$ cat src/rtl/std_delay_line.sv
// Runtime-configurable, stallable delay line: per-sample valid tagging, flush,
// delay reprogramming (with implicit flush) and occupancy reporting.
module std_delay_line #(
    parameter int  MAX_DELAY     = 4,
    parameter int  WIDTH         = 8,
    parameter type TYPE          = logic [WIDTH-1:0],
    parameter int  DEFAULT_DELAY = 1,
    parameter int  DW            = $clog2(MAX_DELAY + 1)
) (
    input  logic          i_clk,
    input  logic          i_rst,
    input  logic          i_en,
    input  logic          i_flush,
    input  logic          i_delay_wr,
    input  logic [DW-1:0] i_delay,
    input  logic          i_valid,
    input  TYPE           i_d,
    output logic          o_valid,
    output TYPE           o_d,
    output logic [DW-1:0] o_delay,
    output logic [DW-1:0] o_occupancy
);

    localparam logic [DW-1:0] MAX_D = DW'(MAX_DELAY);
    localparam logic [DW-1:0] DEF_D = DW'(DEFAULT_DELAY);

    TYPE                  stage_data_q [MAX_DELAY];
    TYPE                  stage_data_d [MAX_DELAY];
    logic [MAX_DELAY-1:0] stage_vld_q;
    logic [MAX_DELAY-1:0] stage_vld_d;
    logic [DW-1:0]        cur_delay_q;
    logic [DW-1:0]        cur_delay_d;
    logic [DW-1:0]        occ_q;
    logic [DW-1:0]        occ_d;

    logic                 clear_s;
    logic                 live_s;
    logic                 accept_s;
    logic                 emit_s;
    logic                 tap_vld_s;
    TYPE                  tap_data_s;
    logic [DW-1:0]        delay_clamped_s;

    // Control qualifiers; reset also suppresses emission in its own cycle.
    always_comb begin
        clear_s  = i_flush | i_delay_wr;
        live_s   = i_en & ~clear_s & ~i_rst;
        accept_s = i_valid & live_s;
        if (i_delay > MAX_D) begin
            delay_clamped_s = MAX_D;
        end else begin
            delay_clamped_s = i_delay;
        end
    end

    // Tap select: stage[cur_delay-1]; no match (delay 0) leaves the tap invalid.
    always_comb begin
        tap_data_s = stage_data_q[0];
        tap_vld_s  = 1'b0;
        for (int k = 0; k < MAX_DELAY; k++) begin
            if (cur_delay_q == DW'(k + 1)) begin
                tap_data_s = stage_data_q[k];
                tap_vld_s  = stage_vld_q[k];
            end else begin
                tap_data_s = tap_data_s;
                tap_vld_s  = tap_vld_s;
            end
        end
    end

    // Output port: delay 0 is a pure combinational bypass.
    always_comb begin
        if (cur_delay_q == {DW{1'b0}}) begin
            o_d     = i_d;
            o_valid = accept_s;
            emit_s  = 1'b0;
        end else begin
            o_d     = tap_data_s;
            o_valid = tap_vld_s & live_s;
            emit_s  = tap_vld_s & live_s;
        end
        o_delay     = cur_delay_q;
        o_occupancy = occ_q;
    end

    // Next-state: clear beats advance; stages past the active tap never hold a valid sample.
    always_comb begin
        stage_data_d = stage_data_q;
        stage_vld_d  = stage_vld_q;
        cur_delay_d  = cur_delay_q;
        occ_d        = occ_q;
        if (clear_s) begin
            stage_vld_d = {MAX_DELAY{1'b0}};
            occ_d       = {DW{1'b0}};
            if (i_delay_wr) begin
                cur_delay_d = delay_clamped_s;
            end else begin
                cur_delay_d = cur_delay_q;
            end
        end else if (i_en) begin
            stage_data_d[0] = i_d;
            stage_vld_d[0]  = i_valid;
            for (int k = 1; k < MAX_DELAY; k++) begin
                stage_data_d[k] = stage_data_q[k-1];
                stage_vld_d[k]  = stage_vld_q[k-1];
            end
            for (int k = 0; k < MAX_DELAY; k++) begin
                if (DW'(k) >= cur_delay_q) begin
                    stage_vld_d[k] = 1'b0;
                end else begin
                    stage_vld_d[k] = stage_vld_d[k];
                end
            end
            if (cur_delay_q == {DW{1'b0}}) begin
                occ_d = {DW{1'b0}};
            end else begin
                case ({accept_s, emit_s})
                    2'b10:   occ_d = occ_q + {{(DW-1){1'b0}}, 1'b1};
                    2'b01:   occ_d = occ_q - {{(DW-1){1'b0}}, 1'b1};
                    default: occ_d = occ_q;
                endcase
            end
        end else begin
            occ_d = occ_q;
        end
    end

    // State registers with synchronous reset.
    always_ff @(posedge i_clk) begin
        if (i_rst) begin
            for (int k = 0; k < MAX_DELAY; k++) begin
                stage_data_q[k] <= '0;
            end
            stage_vld_q <= {MAX_DELAY{1'b0}};
            cur_delay_q <= DEF_D;
            occ_q       <= {DW{1'b0}};
        end else begin
            stage_data_q <= stage_data_d;
            stage_vld_q  <= stage_vld_d;
            cur_delay_q  <= cur_delay_d;
            occ_q        <= occ_d;
        end
    end

endmodule

$ cat config.mk
export PLATFORM = sky130hd
export DESIGN_NAME = std_delay_line
export DESIGN_NICKNAME = d
export VERILOG_FILES = /design/src/rtl/std_delay_line.sv
export SDC_FILE = /design/constraint.sdc
export NUM_CORES = 1
export LEC_CHECK = 0
export ABC_AREA = 0
export CORE_AREA = 2 2 68 70
export CTS_CLUSTER_SIZE = 16
export DETAILED_ROUTE_END_ITERATION = 8
export DIE_AREA = 0 0 70 72
export DONT_BUFFER_PORTS = 1
export GPL_TIMING_DRIVEN = 0
export HOLD_SLACK_MARGIN = 0.03
export PLACE_DENSITY = 0.68
export SYNTH_ARGS = -nofsm -noshare
export SYNTH_HDL_FRONTEND = slang
export SYNTH_SLANG_ARGS = --single-unit
$ cat constraint.sdc
create_clock -name i_clk -period 5.15 [get_ports i_clk]
set_clock_uncertainty 0.2 [all_clocks]
set_input_delay 1.545 -clock i_clk [delete_from_list [all_inputs] [get_ports i_clk]]
set_output_delay 1.545 -clock i_clk [all_outputs]
set_load 0.1 [all_outputs]
## Yosys cells after proc, flatten, opt, wreduce, memory -nomap -nowiden

Cells that the tools add are included.
W data, S select, Z words.

- Flip-flop bits (word level): 42
- Bits in latches: 0
- Memory bits (writable): 0
- Memory bits (read-only): 0
- Bits of input ports: 17
- Word-level logic and storage cells: 50
- Memories: 0

- Add/subtract/negate cells: 2
- $mul: 0
- Divide/modulo/power cells: 0
- Magnitude comparators: 5
- Equal/unequal tests: 6
- Shift-type cells: 0
- Mux-type cells: 17
- Bitwise operators: 7
- Reduce and logical (&&, ||, !) cells: 6

Operators with widths:

| operator | count |
|---|---|
| $mux W8 | 4 |
| $mux W1 | 10 |
| $eq A3 B2 Y1 const B | 2 |
| $ge A1 B3 Y1 const A | 2 |
| $ge A2 B3 Y1 const A | 2 |
| $mux W3 | 2 |
| $pmux W3 S2 | 1 |
| $reduce_and A2 Y1 | 3 |
| $and A1 B1 Y1 | 4 |
| $add A3 B1 Y3 const B | 1 |
| $eq A3 B1 Y1 const B | 1 |
| $eq A3 B3 Y1 const B | 1 |
| $gt A3 B3 Y1 const B | 1 |
| $logic_not A3 Y1 | 1 |
| $reduce_bool A3 Y1 | 1 |
| $sub A3 B1 Y3 const B | 1 |
| $eq A2 B1 Y1 const B | 1 |
| $eq A2 B2 Y1 const B | 1 |
| $not A1 Y1 | 2 |
| $reduce_or A2 Y1 | 1 |
| $or A1 B1 Y1 | 1 |

## Depth between registers and ports, before layout

Gate-level depths: netlist (run 1).

- Word-level depth: 10
- Gate-level depth with buffers: 9
- Mapped depth without buffers: 8

## Worst setup path before layout (run 1)

No wires, ideal clock.

- Path type: input -> output
- Start point: in i_delay_wr
- End point: out o_valid
- Data arrival time: 4.507 ns
- Slack: -1.102 ns
- Cell stages on the path: 5
- Cells stage by stage: buf_2 nor2_1 nand2_1 clkbuf_1 a211oi_1

- Cells in the longest elaborated chain, start to end: 6

Ends and longest elaborated chain:

| item | line | source |
|---|---|---|
| start: declaration | 14 | `input logic i_delay_wr,` |
| $or A1 B1 Y1 (*) | 46 | `clear_s = i_flush \| i_delay_wr;` |
| $not A1 Y1 (no source line) (*) | - |  |
| $and A1 B1 Y1 (*) (2 in series) | 47 | `live_s = i_en & ~clear_s & ~i_rst;` |
| $and A1 B1 Y1, on equally long branches | 79, 48 |  |
| $mux W1 (*) | 73 | `if (cur_delay_q == {DW{1'b0}}) begin` |
| end: declaration | 18 | `output logic o_valid,` |

Mark *: on every way between the ends. The rest lies on a longest branch, timed or not.

==> metrics.md, run 1 <==
| Metric | Value |
|---|---|
| Status | finished, final reports clean |
| Largest net degree at the start of global routing | 14 |
| Reg-to-reg setup timing slack | between 1.5 and 2 ns |
| DRT iter0 DRCs | 82 |
| Final ANT Viol Nets | 0 |
| Hold slack | 0.263 ns |
| Synth Instances | 262 |
| Clk pin slew, worst setup/hold paths | ~0.080 ns |
| # DRC | 0 |
| Total GRT Usage | 21.0% |
| Area delta synth->final | 12.6% |
| Diodes inserted | 0 |
| Pwr/cell area | 336 mW/mm² |
| Clock root cell | clkbuf_8 |
| Slew HR | 19.9% |
| RSZ-0062 raised after global routing | false |
| Critical path class | reg2out |
| Final period utilization | 97.7% |
| Die W | 70 µm |
| Die footprint | 0.00504 mm² |
| Largest cells by area after synthesis | dfxtp_1 41%, nand2_1 14%, a21oi_1 11% |
| Synth top cells by count | 75 x nand2_1, 45 x a21oi_1, 42 x dfxtp_1 |
| Initial core utilization | 48.5% |
| Syn nets | 280 |
| Setup_tns | 0 ns |
| MaxCap Viol Count | 0 |
| Gpl congestion | 0.884 |
| Area of the mapped netlist | 0.00207 mm² |
| Most common cell in the netlist | nand2_1 |
| Vias/cell | 5.66 |
| DIE HEIGHT | a little over 70 µm |
| Routed len/inst | 15.8 µm |
| Reg2reg start | o_delay[0] |
| Post-layout net count | around 290 |
| CTS Buf Count | 5 |
| Hold Crit Depth | 2 |
| Crit start category | register |
| Global-route wire length before repair | between 8000 and 9000 µm |
| Critical path arrival | 3.29 ns |
| Critical Path Fanout Max | 10 |
| Synth cell types | 36 |
| Post-synth ARST share | 0% |
| Final Hold Fails | 0 |
| Leakage Power | 0.806 nW |
| Number of global-route vias before repair | 1,765 |
| Final setup fails | 0 |
| Crit. End Element | primary output |
| # port buffers | 0 |
| Max VDD drop | 177 µV |
| Post-synth EDFFs | 0 |
| CTS tree | done |
| I/O pin count | 32 |
| DR vias | roughly 1,800 |
| Main synth FF type | dfxtp_1 |
| Hold Path End | stage_data_q[7] |
| Slew @ Worst Pin | approximately 1.2 ns |
| CORE AREA | 0.00426 mm² |
| Final Total Pwr | between 0.0007 and 0.0008 W |
| Layout cells sized above 1 | 13.7% |
| Post-layout min period | 5.03 ns |
| Synth Warn # | 0 |
| Gr ovfl total | 0 |
| Seq/Total Area, Yosys | 40.6% |
| Seq cells post-synth | 42 |
| FP Rows | 24 |
| Fin util | between 50% and 60% |
| H-tree level count | 2 |
| Hold Startpoint | stage_data_q[7] |
| Req. time, crit path | 3.41 ns |
| Worst-Skew Late Latency | between 0.2 and 0.3 ns |
| Cell taking the most area after synthesis | dfxtp_1 |
| Post-Synthesis Mean Instance Area | 7.90 µm² |
| Worst Reg2Reg Path Length in Cells | 9 |
| HPWL Detailed | 3500 µm |
| R2r endpoint | o_occupancy[2] |
| Total length of routed wires | between 5000 and 6000 µm |
| Top-area cell type share of the netlist area | 40.6% |
| Drt pass-1 iters | 4 |
| Tightest Hold Check Type | reg2reg |
| Antenna violations before repair | 0 |
| Clock sinks | 42 |
| Achievable frequency | 0.199 GHz |
| Slew Limit Fails | 0 |
| Max clock buf depth | 2 |
-- critical path: stages, from the launching register on --
cell and delay (ns):
dfxtp_1 0.98, buf_6 0.24, or2b_1 0.23, clkbuf_1 0.21, buf_2 0.25, nor2_1 0.12
a211oi_1 0.06, a21oi_2 0.90
-- power breakdown --
part / total (W) / internal [W] / switching (W)
combinational: 0.000120 / 0.0000244 / 0.0000951
clock: 0.000322 / 0.000207 / 0.000115
sequential: 0.000343 / 0.000329 / 0.0000141
total: 0.000784 / 0.000560 / 0.000224
-- per-stage QoR --
stage | setup slack, ns | std cells | instance area [µm²]
finish | 0.120 | 322 | 2330
global route | 0.0174 | 322 | 2330
CTS | 0.0575 | 322 | 2320
detailed placement | -0.0737 | 314 | 2180
global placement | -0.234 | 314 | 2150
floorplan | 0.0568 | 262 | 2080
-- state kept, by name (all words and copies together) (netlist names) --
register and flops:
o_delay 3, o_occupancy 3, stage_data_q 32, stage_vld_q 4
-- layout make-up --
| cell class | count | area, µm² |
|---|---|---|
| fillers | 422 | 1930 |
| plain buffers | 20 | 100 |
| flip-flops and latches | 42 | 841 |
| multi-input cells | 196 | 1170 |
| inverters | 4 | 15.0 |
| well taps | 52 | 65.1 |
| clock buffers | 6 | 82.6 |
| clock inverters | 2 | 60.1 |
-- cell usage in the layout, fill, tap and decap left out, types with 6 or more instances in the layout --
cell type | Yosys | layout
clkbuf_8 | 0 | 6
nor2_1 | 12 | 12
a21oi_1 | 45 | 37
a21oi_2 | 1 | 8
dfxtp_1 | 42 | 42
nand2_1 | 75 | 74
clkbuf_1 | 11 | 10
buf_2 | 7 | 8
a211oi_1 | 9 | 8
mux2i_1 | 19 | 19
-- layer usage --
layer / vias up / track usage, % / part of all wire, %
li1: 909 / - / -
met1: 860 / 26.1 / 45
met2: 49 / 37.0 / 48
met3: 5 / 3.75 / 5.8
met4: 0 / 6.84 / 1.2
met5: - / 0 / 0
-- worst max-delay path by stage --
| stage | startpoint | to | slack, ns | depth (start not counted) |
|---|---|---|---|---|
| after floorplan | o_delay[1] | o_d[1] | 0.06 | 7 |
| after global placement | o_delay[1] | o_d[1] | -0.23 | 7 |
| after detailed placement | i_delay_wr | o_valid | -0.07 | 5 |
| after CTS | i_delay_wr | o_valid | 0.06 | 5 |
| after global routing | o_delay[1] | o_d[3] | 0.02 | 7 |
| final | o_delay[1] | o_d[3] | 0.12 | 7 |
-- cell families (layout without fill, tap and decap cells) --
group	after synthesis	after routing	synth area share, %
AND/OR/NAND/NOR	111	111	25.1
AO/OA/AOI/OAI	64	64	17.9
flip-flops	42	42	40.6
multiplexers	20	20	9.92
buffers and inverters	24	32	5.50
adder cells (fa/ha/maj)	1	1	0.967
-- repair_timing --
| action | in CTS | in global routing |
|---|---|---|
| endpoints found under the setup margin | 1 | 2 |
| hold buffers | 0 | 0 |
| gates resized for setup | 1 | 3 |
| pin swaps | 1 | 1 |
| setup buffers | 0 | 0 |
(Power assumes the default switching activity.)
==> run 2: changes to the inputs <==
- CTS_CLUSTER_SIZE: 16 -> unset
- DONT_BUFFER_PORTS: 1 -> unset
- PLACE_DENSITY: 0.68 -> 0.78
==> metrics.md, run 2 (synthesis results as in run 1) <==
| Metric | Value |
|---|---|
| Hold Crit Depth | 2 (unchanged) |
| Diodes inserted | 0 (unchanged) |
| FP Rows | 24 (unchanged) |
| Tightest Hold Check Type | reg2reg (unchanged) |
| Largest net degree at the start of global routing | 14 (unchanged) |
| Global-route wire length before repair | 8070 µm (was 8360 µm) |
| Post-CTS Hold Buffers | 0 (unchanged) |
| Placed standard-cell area | 0.00244 mm² (was 0.00218 mm²) |
| Layout cells sized above 1 | 9.70% (was 13.7%) |
| Critical path class | in2out (was reg2out) |
| I/O pin count | 32 (unchanged) |
| CP bufs+invs | 3 (unchanged) |
| Pre-CTS setup slack | -0.794 ns (was -0.0737 ns) |
| CTS tree | done (unchanged) |
| Post-CTS Setup Inserts | 0 (unchanged) |
| Max VDD drop | 204 µV (was 177 µV) |
| Largest regs | stage_data_q (32), stage_vld_q (4) (unchanged) |
| Status | finished, final reports clean (unchanged) |
| H-tree level count | 2 (unchanged) |
| Leakage Power | 0.953 nW (was 0.806 nW) |
| Total length of routed wires | 4950 µm (was 5100 µm) |
| Slew Limit Fails | 0 (unchanged) |
| RSZ-0062 raised after global routing | false (unchanged) |
| Largest reg by FF count | stage_data_q (unchanged) |
| Critical Path Fanout Max | 10 (unchanged) |
| Most frequent cells in the layout | 75 x nand2_1, 45 x a21oi_1, 42 x dfxtp_1 (was 74 x nand2_1, 42 x dfxtp_1, 37 x a21oi_1) |
| Crit start category | input port (was register) |
| Number of global-route vias before repair | 1,776 (was 1,765) |
| Cell count along the critical path | 6 (was 7) |
| Clock sinks | 42 (unchanged) |
| Worst-Skew Late Latency | 0.29 ns (about the same) |
| Slowest stage cell, crit path | clkdlybuf4s50_1 (was dfxtp_1) |
| Fillers | 394 (was 422) |
| MaxCap Viol Count | 0 (unchanged) |
| Critical path arrival | 3.28 ns (was 3.29 ns) |
| Gpl congestion | 0.807 (was 0.884) |
| # port buffers | 29 (was 0) |
| Final ANT Viol Nets | 0 (unchanged) |
| Final Hold Fails | 0 (unchanged) |
| Die footprint | 0.00504 mm² (unchanged) |
| Drt pass-1 iters | 5 (was 4) |
| Post-layout min period | 5.02 ns (was 5.03 ns) |
| CTS Buf Count | 5 (unchanged) |
| Final period utilization | 97.5% (was 97.7%) |
| Achievable frequency | 0.199 GHz (about the same) |
| DR vias | 1,877 (was 1,823) |
| Post-layout net count | 316 (was 287) |
| Initial core utilization | 48.5% (unchanged) |
| Max clock buf depth | 2 (unchanged) |
| HPWL Detailed | 3500 µm (about the same) |
| Total GRT Usage | 20.3% (was 21.0%) |
| DIE HEIGHT | 72 µm (unchanged) |
| Critical path cell sequence | clkdlybuf4s50_1 > nor2_1 > nand2_1 > clkbuf_2 > a211oi_4 > buf_4 (was buf_6 > or2b_1 > clkbuf_1 > buf_2 > nor2_1 > a211oi_1 > a21oi_2) |
| Crit. End Element | primary output (unchanged) |
| Design Area, Final | 0.00257 mm² (was 0.00233 mm²) |
| Clock root cell | clkbuf_8 (unchanged) |
| Commonest non-fill, non-tap cell in the layout | nand2_1 (unchanged) |
| Largest register FFs | 32 (unchanged) |
| Slew HR | 35.4% (was 19.9%) |
| Clk pin slew, worst setup/hold paths | 0.08 ns (about the same) |
| Die W | 70 µm (unchanged) |
| Slowest stage delay, CP | 0.48 ns (was 0.98 ns) |
| Pwr/cell area | 311 mW/mm² (was 336 mW/mm²) |
| Vias/cell | 5.35 (was 5.66) |
| Slew @ Worst Pin | 0.965 ns (was 1.20 ns) |
| Worst Reg2Reg Path Length in Cells | 8 (was 9) |
| Worst path top cell family by delay | buffers and inverters (was flip-flops) |
| Routed len/inst | 14.1 µm (was 15.8 µm) |
| CORE AREA | 0.00426 mm² (unchanged) |
| # DRC | 0 (unchanged) |
| Gr ovfl total | 0 (unchanged) |
| Final setup fails | 0 (unchanged) |
| DRT iter0 DRCs | 110 (was 82) |
| Req. time, crit path | 3.41 ns (about the same) |
| Area delta synth->final | 24.3% (was 12.6%) |
| Setup slack after layout | 0.127 ns (was 0.120 ns) |
| Antenna violations before repair | 0 (unchanged) |
## run 2: cell count changes in the layout (fill, tap and decap cells not counted)
cell / previous run / this run
a21oi_1: 37 / 45
nand2_2: 1 / 0
buf_4: 0 / 1
dlygate4sd2_1: 0 / 7
a21oi_4: 1 / 0
nand2_1: 74 / 75
clkbuf_2: 0 / 1
buf_2: 8 / 7
clkdlybuf4s50_1: 0 / 20
a21oi_2: 8 / 1
dlymetal6s2s_1: 0 / 1
## run 2: worst paths after layout
path                                 startpoint              end  slack [ns]
worst max register to register       o_delay[0]   o_occupancy[2]        2.72
worst min-delay path            stage_data_q[4]  stage_data_q[4]        0.26
worst max-delay path                    i_flush          o_valid        0.13
worst min register to register  stage_data_q[4]  stage_data_q[4]        0.26
## run 2: where the power goes
| part | internal (W) | switching (W) | leakage, nW | total (W) |
|---|---|---|---|---|
| sequential | 0.000329 | 0.00000273 | 0.339 | 0.000331 |
| clock | 0.000207 | 0.000114 | 0.0714 | 0.000321 |
| combinational | 0.0000402 | 0.000107 | 0.542 | 0.000148 |
| total | 0.000576 | 0.000224 | 0.953 | 0.000800 |
## run 2: per-layer routing
metal  vias to the layer above  global-route usage, %  wire [µm]
li1                        964                      -          -
met1                       863                   23.6       2150
met2                        44                   36.6       2460
met3                         6                   4.86        261
met4                         0                   7.48         78
met5                         -                      0          0
## run 2: metrics by stage
stage | hold slack, ns | utilization [%] | TNS (ns) | std cells | power, W
3_5_place_dp | 0.249 | 57.2 | -0.940 | 343 | 0.000490
4_1_cts | 0.260 | 60.2 | 0 | 351 | 0.000806
5_1_grt | 0.278 | 60.3 | 0 | 351 | 0.000828
2_1_floorplan | 0.236 | - | 0 | 262 | 0.000447
3_3_place_gp | 0.243 | 57.2 | -0.978 | 343 | 0.000490
6_report | 0.260 | 60.3 | 0 | 351 | 0.000800
## run 2: final cells by class
type                       count  area [µm²]  share of cell area (%)
clock inverter                 2        60.1                    2.33
clock buffer                   6        82.6                    3.21
multi-input combinational    196        1130                    43.8
buffer                        20         100                    3.89
timing repair buffer          29         282                    10.9
tap                           52        65.1                    2.53
sequential                    42         841                    32.7
inverter                       4        15.0                   0.584
## run 2: repair_timing
item | CTS | global route
setup endpoints to repair | 8 | 2
endpoints found under the hold margin | 0 | 0
resized for setup | 13 | 3
## run 2: worst register-to-register path, cell delays in order, from the launching register on
cell	delay [ns]
dfxtp_1	0.31
buf_2	0.16
nor3_1	0.37
nor3_1	0.14
and3_1	0.24
fa_1	0.43
and4_1	0.22
a31oi_1	0.15
nand3_1	0.09
